## src/rtl/ones_counter_pipe_pkg.sv

```systemverilog
// Shared TDC constants and elaboration-time helpers for the population-count pipeline.
// Leaf width and sizing functions are used by every ones-counter file.
package ones_counter_pipe_pkg;

    localparam int unsigned TDC_LEAF_W = 6;

    function automatic int unsigned clog2(input int unsigned value);
        int unsigned r;
        r = 0;
        for (int unsigned p = 1; p < value; p = p << 1) begin
            r = r + 1;
        end
        return r;
    endfunction

    // Number of operands present at a given adder-tree level (odd ones pass through).
    function automatic int unsigned level_count(input int unsigned nleaf, input int unsigned lvl);
        int unsigned n;
        n = nleaf;
        for (int unsigned k = 0; k < lvl; k++) begin
            n = (n + 1) / 2;
        end
        return n;
    endfunction

endpackage

```

## src/rtl/ones_counter_pipe_6to3.sv

```systemverilog
// Combinational popcount of one 6-bit delay-line slice into a 3-bit count.
module ones_counter_6to3
    import ones_counter_pipe_pkg::*;
(
    input  logic [TDC_LEAF_W-1:0] i_Bits,
    output logic [2:0]            o_Count
);

    always_comb begin
        o_Count = '0;
        for (int unsigned i = 0; i < TDC_LEAF_W; i++) begin
            o_Count = o_Count + 3'(i_Bits[i]);
        end
    end

endmodule

```

## src/rtl/ones_counter_pipe.sv

```systemverilog
// Pipelined population counter for TDC thermometer words, with valid tagging and a
// peak-hold of the largest count since reset or clear.
module ones_counter_pipe
    import ones_counter_pipe_pkg::*;
#(
    parameter  int unsigned WIDTH = 72,
    localparam int unsigned CW    = clog2(WIDTH + 1)
) (
    input  logic             i_Clk,
    input  logic             i_Reset_N,
    input  logic             i_Valid,
    input  logic [WIDTH-1:0] i_Sequence,
    input  logic             i_Clear,
    output logic             o_Valid,
    output logic [CW-1:0]    o_Count,
    output logic [CW-1:0]    o_Peak
);

    localparam int unsigned NLEAF = (WIDTH + TDC_LEAF_W - 1) / TDC_LEAF_W;
    localparam int unsigned LAT   = 1 + clog2(NLEAF);
    localparam int unsigned PW    = NLEAF * TDC_LEAF_W;

    logic [PW-1:0]  padded;
    logic [LAT-1:0] vld;
    logic [LAT-1:0] ld;
    logic [CW-1:0]  result;
    logic           result_vld;

    assign padded = PW'(i_Sequence);

    // ld[k] is the load enable of tree level k, i.e. the valid of the sample entering it.
    assign ld[0] = i_Valid;
    if (LAT > 1) begin : g_ld
        assign ld[LAT-1:1] = vld[LAT-2:0];
    end

    always_ff @(posedge i_Clk or negedge i_Reset_N) begin
        if (!i_Reset_N) begin
            vld <= '0;
        end else begin
            vld <= ld;
        end
    end

    for (genvar lvl = 0; lvl < LAT; lvl++) begin : g_lvl
        localparam int unsigned N  = level_count(NLEAF, lvl);
        localparam int unsigned LW = 3 + lvl;

        logic [LW-1:0] nxt [N];
        logic [LW-1:0] sum [N];

        if (lvl == 0) begin : g_leaf
            for (genvar i = 0; i < N; i++) begin : g_cnt
                ones_counter_6to3 u_cnt (
                    .i_Bits  (padded[i*TDC_LEAF_W +: TDC_LEAF_W]),
                    .o_Count (nxt[i])
                );
            end
        end else begin : g_add
            localparam int unsigned NP = level_count(NLEAF, lvl - 1);
            for (genvar i = 0; i < N; i++) begin : g_pair
                if (2 * i + 1 < NP) begin : g_sum
                    assign nxt[i] = LW'(g_lvl[lvl-1].sum[2*i]) + LW'(g_lvl[lvl-1].sum[2*i+1]);
                end else begin : g_pass
                    assign nxt[i] = LW'(g_lvl[lvl-1].sum[2*i]);
                end
            end
        end

        always_ff @(posedge i_Clk or negedge i_Reset_N) begin
            if (!i_Reset_N) begin
                for (int unsigned i = 0; i < N; i++) begin
                    sum[i] <= '0;
                end
            end else if (ld[lvl]) begin
                for (int unsigned i = 0; i < N; i++) begin
                    sum[i] <= nxt[i];
                end
            end
        end
    end

    // The tree root never exceeds WIDTH, so narrowing to CW bits loses nothing.
    assign result     = CW'(g_lvl[LAT-1].nxt[0]);
    assign result_vld = ld[LAT-1];
    assign o_Count    = CW'(g_lvl[LAT-1].sum[0]);
    assign o_Valid    = vld[LAT-1];

    always_ff @(posedge i_Clk or negedge i_Reset_N) begin
        if (!i_Reset_N) begin
            o_Peak <= '0;
        end else if (i_Clear && result_vld) begin
            o_Peak <= result;
        end else if (i_Clear) begin
            o_Peak <= '0;
        end else if (result_vld && (result > o_Peak)) begin
            o_Peak <= result;
        end
    end

endmodule

```

## config.mk

```make
export PLATFORM = sky130hd
export DESIGN_NAME = ones_counter_pipe
export DESIGN_NICKNAME = d
export VERILOG_FILES = /design/src/rtl/ones_counter_pipe_pkg.sv /design/src/rtl/ones_counter_pipe_6to3.sv /design/src/rtl/ones_counter_pipe.sv
export SDC_FILE = /design/constraint.sdc
export NUM_CORES = 1
export LEC_CHECK = 0
export CAP_MARGIN = 20
export CORE_MARGIN = 2
export CORE_UTILIZATION = 32
export CTS_CLUSTER_SIZE = 20
export DETAILED_ROUTE_END_ITERATION = 7
export PLACE_DENSITY_LB_ADDON = 0.3
export SLEW_MARGIN = 10
export SYNTH_ARGS = -nofsm -noshare
export SYNTH_HDL_FRONTEND = slang
export SYNTH_SLANG_ARGS = --single-unit
```

## constraint.sdc

```tcl
create_clock -name i_Clk -period 2.7 [get_ports i_Clk]
set_input_delay 0.675 -clock i_Clk [delete_from_list [all_inputs] [get_ports i_Clk]]
set_output_delay 0.675 -clock i_Clk [all_outputs]
set_load 0.05 [all_outputs]
```

# Yosys cells after proc, flatten, opt, wreduce, memory -nomap -nowiden
# Index checks and enable logic that the tools add are counted.
[classes] reduce_logical=3 order_cmp=1 muxes=3 add_sub_neg=71
[ops] cell="$add 3x1->3" n=48
[ops] cell="$add 1x1->2" n=12
[ops] cell="$add 3x3->4" n=6
[ops] cell="$mux 7" n=3
[ops] cell="$add 4x4->5" n=3
[ops] cell="$add 6x5->7" n=1
[ops] cell="$gt 7x7->1" n=1
[ops] cell="$add 5x5->6" n=1
[ops] cell="$reduce_bool 3->1" n=1
[ops] cell="$logic_and 1x1->1" n=2
[word_totals] elab_cells=104 ff_bits=105 input_bits=76

# Logic depth before layout (Yosys ltp)
[logic_depth] ltp_word=6 depth_mapped=13

# Hierarchy
# A second synthesis with hierarchy kept.
[hier_totals] cells_unflattened=584 area_unflattened_um2=6546.3
[by_module_without_submodules] mod="ones_counter_pipe" area_each_um2=5315.1 seq_area_each_um2=2627.5 n_inst=1 cells_per_inst=440
[by_module_without_submodules] mod="ones_counter_6to3" area_each_um2=102.6 seq_area_each_um2=0.0 n_inst=12 cells_per_inst=12

# Worst setup path before layout
# OpenSTA, ideal clock, no wires.
[synth_path] path_type="register to register" startpoint="register g_lvl[3].sum[0] (netlist bit)" endpoint="register o_Peak[3]" arrival_time_ns=2.743 setup_time_ns=0.116 period_less_slack_ns=2.859 path_slack_ns=-0.159 t_required_ns=2.584 path_stages_with_launch=13 path_cell_list="dfrtp_1 > ha_1 > inv_1 > fa_1 > nand2b_1 > a21oi_1 > xor2_1 > ha_1 > a41oi_1 > o21ai_0 > o221a_2 > buf_2 > o311ai_0"
[synth_rtl] element="from (decl)" line="ones_counter_pipe.sv:50" rtl="logic [LW-1:0] sum [N];"
[synth_rtl] element="from (signal, indexed assignment)" line="ones_counter_pipe.sv:77" rtl="sum[i] <= nxt[i];"
[synth_rtl] element="to (signal assigned)" line="ones_counter_pipe.sv:93" rtl="o_Peak <= result;"
[synth_rtl] element="to (signal assigned)" line="ones_counter_pipe.sv:97" rtl="o_Peak <= result;"
[synth_rtl] element="to (decl)" line="ones_counter_pipe.sv:16" rtl="output logic [CW-1:0] o_Peak"

==> metrics.log <==
[metrics] commonest cells after routing, fill and taps aside: 105 x sky130_fd_sc_hd__dfrtp_1, 94 x sky130_fd_sc_hd__inv_1, 68 x sky130_fd_sc_hd__clkdlybuf4s50_1
[metrics] relative contribution of sequential cells to total power: approximately 29%
[metrics] arrival time worst endpoint: 3010 ps
[metrics] pin count of the biggest net entering global routing: 50
[metrics] Post-synth EDFFs: 0
[metrics] Placed Instance Area: 7736 um^2
[metrics] leakage power: around 4.0 nW
[metrics] post-route cell area: approximately 8300 um^2
[metrics] max-cap violations: 0
[metrics] final count of pins violating max slew: 0
[metrics] die outline height: between 100 and 150 um
[metrics] flops & latches, synth: between 100 and 150
[metrics] routed wire length: 11850 um
[metrics] setup TNS: -278.1 ps
[metrics] number of warnings printed during yosys synthesis: 0
[metrics] die area: approximately 21000 um^2
[metrics] detailed-routing iteration count for the pre-antenna-repair pass: 4
[metrics] total I/O pin count: 91
[metrics] final weighted congestion of routability-driven global placement: roughly 0.76
[metrics] global-route wire length before repair: about 21000 um
[metrics] Data required, critical path: ~2900 ps
[metrics] endpoint class of the critical path: register
[metrics] overall overflow remaining after global route: 0
[metrics] Post-Syn Instances: 553
[metrics] post-detailed-route count of antenna-violating nets: 0
[metrics] actual slew at the worst max-slew pin: 718.8 ps
[metrics] via count of the first global-routing pass: about 4600
[metrics] maximum clock frequency: approximately 0.36 GHz
[metrics] core area: 19590 um^2
[metrics] 1st-iter DRT viols: approximately 100
[metrics] proportion of register bits with asynchronous set or reset after synthesis: 100.0%
[metrics] Final Hold Fails: 0
[metrics] setup repair after global routing missed its margin: yes
[metrics] via-per-instance ratio: ~4.5
[metrics] multi-input logic area: between 3000 and 4000 um^2
[metrics] fraction of the yosys area taken by sequential cells: ~41%
[metrics] dominant cells by area after synthesis: sky130_fd_sc_hd__dfrtp_1 41%, sky130_fd_sc_hd__fa_1 15%, sky130_fd_sc_hd__ha_1 12%
[metrics] Clock transition at path regs: ~80 ps
[metrics] detailed placer's ending HPWL: around 9000 um
[metrics] worst-path fanout max: 5
[metrics] cell taking the most area after synthesis: sky130_fd_sc_hd__dfrtp_1
[metrics] most common cell after layout, fill and taps aside: sky130_fd_sc_hd__dfrtp_1
[metrics] Synth Area in XOR/XNOR: roughly 2.5%
[metrics] capture point of the worst reg-to-reg path: o_Peak[1]
[metrics] final worst-path cycle share: 102.5%
[metrics] area occupied by registers: between 2000 and 3000 um^2
[metrics] Post-Synth Adder-Cell Area: a little over a quarter
[metrics] result of the run: complete, but fails checks
[metrics] flop2flop setup slack: -70 ps
[metrics] die extent in x: between 100 and 150 um
[metrics] P&R area growth vs syn: 29.25%
[metrics] Sw Share: ~39%
[metrics] cell row count: between 50 and 60
[metrics] PwrDens: 1103 nW/um^2
[metrics] power dissipated by switching net loads: about 3.5 mW
[metrics] number of setup violations in the final report: 7
[metrics] layout filler cell count: between 1500 and 2000
[metrics] DRC viols: 0
[metrics] area fraction in and, or, nand and nor cells after synthesis: around 3.5%
[metrics] violated checks: negative setup slack
[metrics] IR Drop Worst-Case VDD: approximately 0.46 mV
[metrics] multiplexer share of the synthesized area: 11.68%
[metrics] clock tree from TritonCTS: built
[metrics] share of total power in the clock network: between 10% and 20%
[metrics] fraction of layout cells with a size suffix above 1: roughly a quarter
[metrics] compound-gate portion of the synthesized area: 7.761%
[metrics] total inserted antenna cells: 0
[metrics] top cell type's share of synthesized area: about 40%
[metrics] CTS Root Cell: sky130_fd_sc_hd__clkbuf_16
[metrics] Setup crit start: g_lvl[3].sum[9]
[metrics] Post-CTS Hold Buffers: 0
[metrics] part of the total power dissipated in combinational logic: 56.2%
[metrics] worst-case reg-to-reg path depth: 9
[metrics] library cells used by synthesis: 36
[metrics] Num CTS Buffers: 9
[metrics] clock network latency to the later pin of the worst-skew pair: roughly 350 ps
[metrics] category of the critical setup timing path: register to register
[metrics] Critical Path Source Type: register
[metrics] starting density of the core: 32.75%
[metrics] Worst R2R Start: g_lvl[3].sum[9]
[metrics] syn nets: approximately 740
[metrics] HP Class: input port to async pin
[metrics] worst setup path endpoint: o_Peak[1]
[metrics] worst slew margin relative to its limit: approximately 52%
[metrics] crit path time final: around 2800 ps
[metrics] global-route usage over all layers: a little under an eighth
[metrics] layout net count: about 840
[metrics] main combinational cell family by area after synthesis: adder cells
[metrics] vias: approximately 4100
[metrics] Sinks on Clock Net: 105
[metrics] cell area after synthesis: about 6400 um^2
[metrics] initial antenna violation count: 0
[metrics] worst clock skew on the final layout: roughly 13 ps
[metrics] Bufs on Longest Clock Path: 2
[metrics] slack of the critical path: -67.18 ps
[metrics] H-tree depth reported by CTS: 3
[metrics] routed len/inst: 12.82 um
[metrics] main flop type after synthesis: sky130_fd_sc_hd__dfrtp_1
[metrics] Port Buffer Count: 90
[metrics] Int Power: 5.617 mW
[metrics] per-instance average area after synthesis: around 12 um^2
==> state kept, by name (all words and copies together) (netlist names) <==
name and flops:
vld 5, o_Peak 7, o_Count 7, g_lvl.sum 86
==> final cells by class <==
type / instances / share of cell area, %
clock buffer: 11 / 3.048
clock inverter: 5 / 0.7393
inverter: 111 / 5.024
multi-input combinational: 322 / 42.53
sequential: 105 / 31.68
tap: 265 / 3.998
timing repair buffer: 106 / 12.98
==> power by group through the flow <==
stage / registers [mW] / clock network, mW / logic [mW]
after floorplan: 2.82 / 0 / 3.13
after global placement: 2.62 / 0 / 4.49
after detailed placement: 2.65 / 0 / 4.68
after CTS: 2.64 / 1.42 / 4.97
after global routing: 2.73 / 1.49 / 5.79
final: 2.63 / 1.37 / 5.14
==> cell families (layout without fill, tap and decap cells) <==
group | count (synthesis) | in the layout
AOI/OAI and AO/OA | 81 | 82
xor gates and xnor gates | 18 | 18
adders and majority gates | 106 | 106
buffers and inverters | 127 | 233
DFF | 105 | 105
muxes | 67 | 67
and+or+nand+nor | 49 | 49
==> timing repair <==
| action | 4_1_cts | 5_1_grt |
|---|---|---|
| setup buffers | 2 | 0 |
| resized for setup | 14 | 70 |
| endpoints found under the setup margin | 14 | 28 |
| pin swaps | 6 | 46 |
| gates cloned | 1 | 0 |
==> routing by layer <==
layer  wire length, um  track usage [%]  share of wire (%)  up-vias
met5                 0                0                  0        -
met4               126            2.647                1.1        0
met3               436            3.009                3.7       11
li1                  -                -                  -     2000
met1              5268            14.15                 44     2035
met2              6022            21.78                 51       81
==> synth_stat cells, types with 3 or more instances <==
library cell and count:
sky130_fd_sc_hd__a21o_1 14, sky130_fd_sc_hd__a21oi_1 38, sky130_fd_sc_hd__buf_2 3, sky130_fd_sc_hd__clkbuf_1 12, sky130_fd_sc_hd__dfrtp_1 105, sky130_fd_sc_hd__fa_1 47, sky130_fd_sc_hd__ha_1 59, sky130_fd_sc_hd__inv_1 111
sky130_fd_sc_hd__mux2_2 59, sky130_fd_sc_hd__mux2i_1 7, sky130_fd_sc_hd__nand2_1 17, sky130_fd_sc_hd__nand3_1 3, sky130_fd_sc_hd__nor2_1 20, sky130_fd_sc_hd__o21ai_0 16, sky130_fd_sc_hd__o2bb2ai_1 3, sky130_fd_sc_hd__xnor2_1 16
==> stage by stage <==
| stage | cells | setup slack, ps | power, mW | utilization, % | hold slack, ps |
|---|---|---|---|---|---|
| after floorplan | 553 | 37.93 | 5.956 | - | 348.7 |
| after global placement | 906 | -351.7 | 7.109 | 39.49 | 490.4 |
| after detailed placement | 906 | -404.2 | 7.331 | 39.49 | 494.6 |
| after CTS | 925 | -72.79 | 9.026 | 41.53 | 343.1 |
| after global routing | 925 | -197.4 | 10.01 | 42.33 | 373.8 |
| final | 925 | -67.18 | 9.144 | 42.33 | 326.1 |
==> worst min path at each step <==
stage / to / depth (start not counted)
2_1_floorplan: vld[4] / 0
3_5_place_dp: g_lvl[3].sum[3] / 1
4_1_cts: g_lvl[0].sum[33] / 1
6_report: g_lvl[0].sum[34] / 1
5_1_grt: g_lvl[3].sum[0] / 1
3_3_place_gp: o_Count[3] / 1
==> worst max-delay path, cell delays in order, from the launching register on <==
cell                      delay [ps]
sky130_fd_sc_hd__dfrtp_1         410
sky130_fd_sc_hd__ha_4            270
sky130_fd_sc_hd__a21oi_4         140
sky130_fd_sc_hd__nor2_1           70
sky130_fd_sc_hd__or4b_4          560
sky130_fd_sc_hd__ha_4            300
sky130_fd_sc_hd__nand4_1         130
sky130_fd_sc_hd__buf_4           180
sky130_fd_sc_hd__o221a_2         320
sky130_fd_sc_hd__o32ai_1         270
Power figures use the tool's default switching activity.
